$ cat src/rtl/pipe_pkg.sv
// Shared definitions for the inter-stage pipeline registers: per-stage field
// widths, MEM/WB field offsets and the occupancy encoding.
package pipe_pkg;

    // Per-stage control / data widths
    localparam int IFID_CTRL_W  = 1;
    localparam int IFID_DATA_W  = 32;
    localparam int IDEX_CTRL_W  = 8;
    localparam int IDEX_DATA_W  = 70;
    localparam int EXMEM_CTRL_W = 4;
    localparam int EXMEM_DATA_W = 67;
    localparam int MEMWB_CTRL_W = 2;
    localparam int MEMWB_DATA_W = 67;

    // MEM/WB data field layout (LSB offsets)
    localparam int MEMWB_PCP2_LSB  = 0;
    localparam int MEMWB_ALU_LSB   = 16;
    localparam int MEMWB_STORE_LSB = 32;
    localparam int MEMWB_RD_LSB    = 48;
    localparam int MEMWB_SPARE_LSB = 51;

    // MEM/WB control bit positions
    localparam int MEMWB_REGWRITE_BIT = 0;
    localparam int MEMWB_REGSTORE_BIT = 1;

    // Number of entries held by a stage register
    typedef enum logic [1:0] {
        OCC_EMPTY = 2'd0,
        OCC_ONE   = 2'd1,
        OCC_FULL  = 2'd2
    } occ_e;

    // Map the two slot valid bits onto an occupancy code; (0,1) cannot occur.
    function automatic occ_e occ_of(input logic main_v, input logic skid_v);
        occ_e occ;
        if (main_v && skid_v)
            occ = OCC_FULL;
        else if (main_v || skid_v)
            occ = OCC_ONE;
        else
            occ = OCC_EMPTY;
        return occ;
    endfunction

endpackage

$ cat src/rtl/pipe_slot.sv
// One storage slot of a stage register: valid flag, control field and data
// field. Clearing a slot always zeroes control so a bubble never carries a
// live RegWrite; data is zeroed only when ZERO_DATA_ON_BUBBLE is set.
module pipe_slot
    import pipe_pkg::*;
#(
    parameter int CTRL_W              = 2,
    parameter int DATA_W              = 67,
    parameter bit ZERO_DATA_ON_BUBBLE = 1'b0
) (
    input  logic              clk,
    input  logic              rst_n,
    input  logic              load,
    input  logic              clear,
    input  logic [CTRL_W-1:0] in_ctrl,
    input  logic [DATA_W-1:0] in_data,
    output logic              valid,
    output logic [CTRL_W-1:0] ctrl,
    output logic [DATA_W-1:0] data
);

    // Valid and control: clear wins over load
    always_ff @(posedge clk or negedge rst_n) begin
        if (!rst_n) begin
            valid <= 1'b0;
            ctrl  <= '0;
        end else if (clear) begin
            valid <= 1'b0;
            ctrl  <= '0;
        end else if (load) begin
            valid <= 1'b1;
            ctrl  <= in_ctrl;
        end
    end

    // Data: optionally zeroed on a bubble, otherwise holds its last value
    always_ff @(posedge clk or negedge rst_n) begin
        if (!rst_n) begin
            data <= '0;
        end else if (clear) begin
            if (ZERO_DATA_ON_BUBBLE)
                data <= '0;
        end else if (load) begin
            data <= in_data;
        end
    end

endmodule

$ cat src/rtl/pipe_stage_reg.sv
// Reusable inter-stage pipeline register with a 2-entry skid buffer.
// in_ready depends only on the skid valid flop, so no combinational path runs
// from out_ready to in_ready. flush turns both slots into bubbles. stall_cnt
// counts cycles where a valid entry is held back by downstream.
module pipe_stage_reg
    import pipe_pkg::*;
#(
    parameter int CTRL_W              = 2,
    parameter int DATA_W              = 67,
    parameter bit ZERO_DATA_ON_BUBBLE = 1'b0,
    parameter int CNT_W               = 8
) (
    input  logic              clk,
    input  logic              rst_n,
    input  logic              flush,
    input  logic              in_valid,
    output logic              in_ready,
    input  logic [CTRL_W-1:0] in_ctrl,
    input  logic [DATA_W-1:0] in_data,
    output logic              out_valid,
    input  logic              out_ready,
    output logic [CTRL_W-1:0] out_ctrl,
    output logic [DATA_W-1:0] out_data,
    output logic [1:0]        occupancy,
    output logic [CNT_W-1:0]  stall_cnt,
    input  logic              stall_cnt_clr
);

    // Saturating increment: sticks at all-ones instead of wrapping
    function automatic logic [CNT_W-1:0] sat_inc(input logic [CNT_W-1:0] v);
        logic [CNT_W-1:0] r;
        if (&v)
            r = v;
        else
            r = v + 1'b1;
        return r;
    endfunction

    logic              main_v;
    logic              skid_v;
    logic [CTRL_W-1:0] skid_ctrl;
    logic [DATA_W-1:0] skid_data;
    logic              accept;
    logic              drain;
    logic              main_load;
    logic              main_clear;
    logic              skid_load;
    logic              skid_clear;
    logic [CTRL_W-1:0] main_src_ctrl;
    logic [DATA_W-1:0] main_src_data;

    assign accept = in_valid & in_ready;
    assign drain  = main_v & out_ready;

    // Main slot is refilled when it is empty or draining; the skid entry is
    // older than anything upstream, so it takes precedence as the source.
    assign main_load     = (accept & (~main_v | drain)) | (drain & skid_v);
    assign main_clear    = flush | (drain & ~skid_v & ~accept);
    assign main_src_ctrl = skid_v ? skid_ctrl : in_ctrl;
    assign main_src_data = skid_v ? skid_data : in_data;

    // Skid captures an accepted entry only when main is occupied and stalled
    assign skid_load  = accept & main_v & ~drain;
    assign skid_clear = flush | (skid_v & drain);

    pipe_slot #(
        .CTRL_W              (CTRL_W),
        .DATA_W              (DATA_W),
        .ZERO_DATA_ON_BUBBLE (ZERO_DATA_ON_BUBBLE)
    ) u_main (
        .clk     (clk),
        .rst_n   (rst_n),
        .load    (main_load),
        .clear   (main_clear),
        .in_ctrl (main_src_ctrl),
        .in_data (main_src_data),
        .valid   (main_v),
        .ctrl    (out_ctrl),
        .data    (out_data)
    );

    pipe_slot #(
        .CTRL_W              (CTRL_W),
        .DATA_W              (DATA_W),
        .ZERO_DATA_ON_BUBBLE (ZERO_DATA_ON_BUBBLE)
    ) u_skid (
        .clk     (clk),
        .rst_n   (rst_n),
        .load    (skid_load),
        .clear   (skid_clear),
        .in_ctrl (in_ctrl),
        .in_data (in_data),
        .valid   (skid_v),
        .ctrl    (skid_ctrl),
        .data    (skid_data)
    );

    assign out_valid = main_v;
    assign in_ready  = ~skid_v;
    assign occupancy = occ_of(main_v, skid_v);

    // Back-pressure counter: clear has priority; flush leaves it untouched
    always_ff @(posedge clk or negedge rst_n) begin
        if (!rst_n)
            stall_cnt <= '0;
        else if (stall_cnt_clr)
            stall_cnt <= '0;
        else if (main_v && !out_ready)
            stall_cnt <= sat_inc(stall_cnt);
    end

endmodule

$ cat config.mk
export PLATFORM = sky130hd
export DESIGN_NAME = pipe_stage_reg
export DESIGN_NICKNAME = d
export VERILOG_FILES = /design/src/rtl/pipe_pkg.sv /design/src/rtl/pipe_slot.sv /design/src/rtl/pipe_stage_reg.sv
export SDC_FILE = /design/constraint.sdc
export NUM_CORES = 1
export LEC_CHECK = 0
export ABC_CLOCK_PERIOD_IN_PS = 2400
export CAP_MARGIN = 10
export CORE_MARGIN = 2
export CORE_UTILIZATION = 50
export DETAILED_ROUTE_END_ITERATION = 12
export GPL_TIMING_DRIVEN = 0
export HOLD_SLACK_MARGIN = 0.06
export PLACE_DENSITY = 0.8
export RECOVER_POWER = 100
export SLEW_MARGIN = 10
export SYNTH_ARGS = -nofsm -noshare
export SYNTH_HDL_FRONTEND = slang
export SYNTH_SLANG_ARGS = --single-unit
$ cat constraint.sdc
create_clock -name clk -period 2.4 [get_ports clk]
set_clock_uncertainty 0.1 [all_clocks]
set_input_delay 0.36 -clock clk [delete_from_list [all_inputs] [get_ports clk]]
set_output_delay 0.36 -clock clk [all_outputs]
set_load 0.03 [all_outputs]
======== After elaboration in Yosys (flattened, before gate mapping) ========
Cells that the tools add are included.
word-level totals
  bits in registers ....................... 148
  bits of input ports ..................... 75
  word-level logic and storage cells ...... 53
operators by class
  $add $sub $neg .......................... 1
  equal/unequal tests ..................... 1
  mux-type cells .......................... 15
  bitwise gates (word level) .............. 18
  reductions and logical operators ........ 11
operators by type and width
  cell                                                            count
  67-bit 2-to-1 mux                                               1
  8-bit 2-to-1 mux                                                3
  2-bit 2-to-1 mux                                                6
  8-bit by 1-bit adder with 8-bit output (second input constant)  1
  1-bit bitwise AND                                               8
  8-bit AND reduction                                             1
  1-bit NOT                                                       6
  2-bit AND reduction                                             3
  2-bit nonzero test                                              3
  1-bit 2-to-1 mux                                                5
  1-bit OR                                                        4
  1-bit logical AND                                               2
  2-bit inequality test (second input constant)                   1
  1-bit logical NOT                                               1
  1-bit logical OR                                                1

======== Depth between registers and ports, before layout ========
  word-level depth ........................ 7
  mapped depth ............................ 6
  depth with buffers taken out ............ 4

======== By module ========
A second synthesis with hierarchy kept.
second synthesis, totals
  cells, all modules ...................... 428
  area, all modules ....................... 6550.0 µm²
by module, submodules not included
  module          instances  cells an instance  area each (µm²)
  pipe_slot       2          151                2622.5
  pipe_stage_reg  1          126                1305.0

======== Least setup slack after synthesis ========
Ideal clock, no wire load.
  kind .................................... register to register
  from .................................... register u_main.valid
  to ...................................... register u_skid.data[23]
  data arrival time ....................... 1807 ps
  required time ........................... 2175 ps
  slack ................................... 368 ps
  cell stages (with the launch flop) ...... 7
  buffers on the path ..................... 3
  period minus slack after synthesis ...... 2032 ps
  path through ............................ dfrtp_1 -> nand2_1 -> or4_4 -> buf_6 -> buf_6 -> buf_8 -> mux2_4
on the way
  cells in the longest elaborated chain, start to end .. 5
RTL lines
  what                                      line                  RTL
  start: declaration                        pipe_slot.sv:17       output logic valid,
  start signal: assignment                  pipe_slot.sv:25       valid <= 1'b0;
  start signal: assignment                  pipe_slot.sv:28       valid <= 1'b0;
  start signal: assignment                  pipe_slot.sv:31       valid <= 1'b1;
  1-bit bitwise AND                         pipe_stage_reg.sv:53  assign drain = main_v & out_ready;
  1-bit bitwise AND                         pipe_stage_reg.sv:64  assign skid_clear = flush | (skid_v & drain);
  1-bit OR                                  pipe_stage_reg.sv:64
  1-bit NOT (no source line)                n/a
  2-bit AND reduction (no source line) (*)  n/a
  end signal: assignment                    pipe_slot.sv:44       data <= in_data;
  end: declaration                          pipe_slot.sv:19       output logic [DATA_W-1:0] data
Mark *: on every way between the ends. The rest lies on a longest branch, timed or not.
A chain may end at the register's enable or synchronous reset.

======== Worst setup path after layout ========
  from .................................... register u_main.valid
  to ...................................... output occupancy[1]
on the way
  cells in the longest elaborated chain, start to end .. 2
RTL lines
  what               line                  RTL
  1-bit logical AND  pipe_pkg.sv:36        if (main_v && skid_v)
  2-bit 2-to-1 mux   pipe_pkg.sv:36
  end: declaration   pipe_stage_reg.sv:24  output logic [1:0] occupancy,
Every way passes these cells.

==> flow_summary.ini <==
[power_and_ir_drop]
cellInternalPower_mw = 5.64
power_frac_clock = 0.305
sw_frac_of_total = 0.289
p_leak_nw = 3.83
p_seq_frac = 0.427
switchingPower_mw = 2.29
ir_worst_vdd_mv = 0.582
power_frac_comb = 0.268
p_total_mw = 7.92
p_per_area_nw_per_um2 = 894

[worst_setup_path]
critPathCapture = occupancy[1]
r2r_slack_ns = 0.13
critical_path_required_ns = 1.94
end_kind = primary output
worst_r2r_startpoint = u_skid.valid
crit_path_max_fanout = 10
r2r_cells = 6
cp-start-kind = flip-flop
crit_type = flip-flop to primary output
cp-startpoint = u_main.valid
critPathArrivalTime_ns = 1.81
rr_endpoint = u_skid.data[26]

[grt]
overflow = 0
grt_max_degree = 91
antenna_found_initial = 0
grt_pass1_wl_um = 23100
grt_pass1_vias = 4588
groute.usage.overall = 0.209

[min_path]
hold_path.class = flip-flop to flip-flop

[clocking]
cts.sinks = 148
clk_path_buf_depth = 2
root_buffer = clkbuf_16
numCtsBuffers = 17
clkTransAtPathRegs_ns = 0.06
cts_tree = done
clk-insertion-delay-late_ns = 0.41
cts_htree_levels = 4

[timing]
relSlewSlack = 0.00221
setup_viol = 0
maxSlewViolCount = 0
timing.hold.ws_ns = 0.390
hold_viol_final = 0
max_freq_mhz = 440
fin_crit_sh = 0.948
rsz0062_at_grt = false
worst_pin_slew_ns = 1.50
min_period_ns = 2.27

[yosys]
synthCells = 435
yosysWarningCount = 0
synth_seq_area_share = 0.566
avgSynthCellArea_um2 = 15.0
synth_cell_types = 33
syn_area_um2 = 6550
syn-num-nets = 512
synth-seq-cells = 148

[routing]
wl_um = 13900
firstDrtPassIters = 4
avgRoutedWirePerCell_um = 17.5
vias = 4176
drc = 0
antenna_left = 0
viasPerCell = 5.25
drt-initial-drc-count = 235

[die]
die_w_um = 118
io-pin-count = 156
core_um2 = 12700
die-area_um2 = 14000
chipHeight_um = 118
start_util = 0.514
rows = 41

[outcome]
violations = capacitance limit
status = finished, violations left

[final_layout]
area_growth_pct = 35.4
register_area_um2 = 3700
nFillCells = 965
diodes = 0
nNetsFinal = 690
multi_input_area_um2 = 2660
drive_gt1_frac = 0.390
utilization = 0.697

[placed_design]
hpwl_um = 9890
portBuffers = 155
place.gp.congestion = 0.797

[job]
maxCapViolCount = 1
==> cell families (layout without fill, tap and decap cells) <==
| family | Yosys count | count (layout) | share of synthesized area |
|---|---|---|---|
| adders and majority gates | 2 | 2 | 0.00382 |
| DFF | 148 | 148 | 0.566 |
| and+or+nand+nor | 27 | 27 | 0.0252 |
| muxes | 204 | 204 | 0.355 |
| AOI/OAI and AO/OA | 23 | 23 | 0.0247 |
| buffers and inverters | 31 | 219 | 0.0250 |
==> cell usage in the layout (no fill, tap or decap), types with 6 or more instances in the layout <==
cell type / instances
a21oi_1: 8
clkbuf_1: 13
clkbuf_16: 17
clkbuf_2: 9
clkdlybuf4s50_1: 74
dfrtp_1: 148
dlygate4sd3_1: 79
inv_1: 6
mux2_1: 9
mux2_2: 194
==> power groups by stage <==
stage	Sequential (mW)	Clock (mW)	Combinational, mW
global placement	3.40	0	2.21
floorplan	3.94	0	0.777
CTS	3.40	2.48	2.29
global route	3.47	2.59	2.25
detailed placement	3.44	0	2.27
finish	3.39	2.42	2.12
==> cell type report <==
cell class	instances	share of cell area
flip-flops and latches	148	0.418
multi-input cells	256	0.300
repair buffers	160	0.180
clock buffers	24	0.0543
well taps	172	0.0243
plain buffers	24	0.0151
clock inverters	5	0.00593
inverters	6	0.00254
==> sequential cells by signal, summed over array words and instances (netlist names) <==
register,count
u_main.valid,1
u_main.data,67
u_skid.data,67
u_skid.valid,1
u_main.ctrl,2
u_skid.ctrl,2
stall_cnt,8
==> layer usage <==
| metal | global-route usage | part of all wire | vias up | routed length [um] |
|---|---|---|---|---|
| met3 | 0.0458 | 0.039 | 19 | 536 |
| met2 | 0.366 | 0.53 | 91 | 7310 |
| met1 | 0.250 | 0.42 | 2137 | 5760 |
| li1 | - | - | 1929 | - |
| met4 | 0.0863 | 0.019 | 0 | 269 |
| met5 | 0 | 0 | - | 0 |
==> cell usage after synthesis (all sizes together) <==
| library cell | number | area (um^2) |
|---|---|---|
| inv | 6 | 22.5 |
| nor2 | 1 | 3.75 |
| nand2b | 3 | 18.8 |
| and3 | 3 | 18.8 |
| and4 | 1 | 8.76 |
| or3b | 1 | 8.76 |
| mux2i | 1 | 10.0 |
| clkbuf | 7 | 26.3 |
| a21oi | 8 | 40.0 |
| nand3 | 2 | 10.0 |
| a22o | 2 | 17.5 |
| a21boi | 2 | 15.0 |
| nand4 | 2 | 12.5 |
| or4 | 1 | 11.3 |
| nand2 | 5 | 18.8 |
| a211oi | 1 | 12.5 |
| o32ai | 2 | 17.5 |
| nor2b | 3 | 18.8 |
| buf | 18 | 115 |
| o21a | 2 | 15.0 |
| a311oi | 2 | 17.5 |
| mux2 | 203 | 2320 |
| ha | 2 | 25.0 |
| o21ai | 3 | 15.0 |
| dfrtp | 148 | 3700 |
| and4b | 2 | 20.0 |
| nor3 | 3 | 15.0 |
| o2111a | 1 | 11.3 |
==> stage by stage <==
step	setup slack, ns	instances	TNS [ns]	cell area [um^2]
2_1_floorplan	0.368	435	0	6550
3_3_place_gp	-4.97	762	-753.76	8310
3_5_place_dp	-0.437	763	-20.67	8340
4_1_cts	0.0179	793	0	8900
5_1_grt	0.0408	795	0	8860
6_report	0.126	795	0	8860
==> worst min path at each step <==
stage,from,end,slack [ns],depth (start not counted)
after floorplan,rst_n,stall_cnt[0],-0.04,0
after global placement,u_skid.data[62],u_skid.data[62],0.38,1
after detailed placement,rst_n,u_skid.data[37],0.22,1
after CTS,rst_n,u_skid.data[37],0.37,2
after global routing,u_main.data[39],u_main.data[39],0.41,1
final,u_skid.data[30],u_skid.data[30],0.39,1
==> what timing repair did <==
item,CTS,global route
setup buffers,0,3
endpoints found under the setup margin,9,10
gates resized for setup,5,1
cloned,0,0
hold endpoints to repair,58,0
pin swaps,0,1
hold buffers,1,0
==> worst max-delay path, cell delays in order (launching register included) <==
cell,delay [ns]
dfrtp_1,0.53
ha_1,0.21
clkdlybuf4s50_1,0.67
Power figures use the tool's default switching activity.
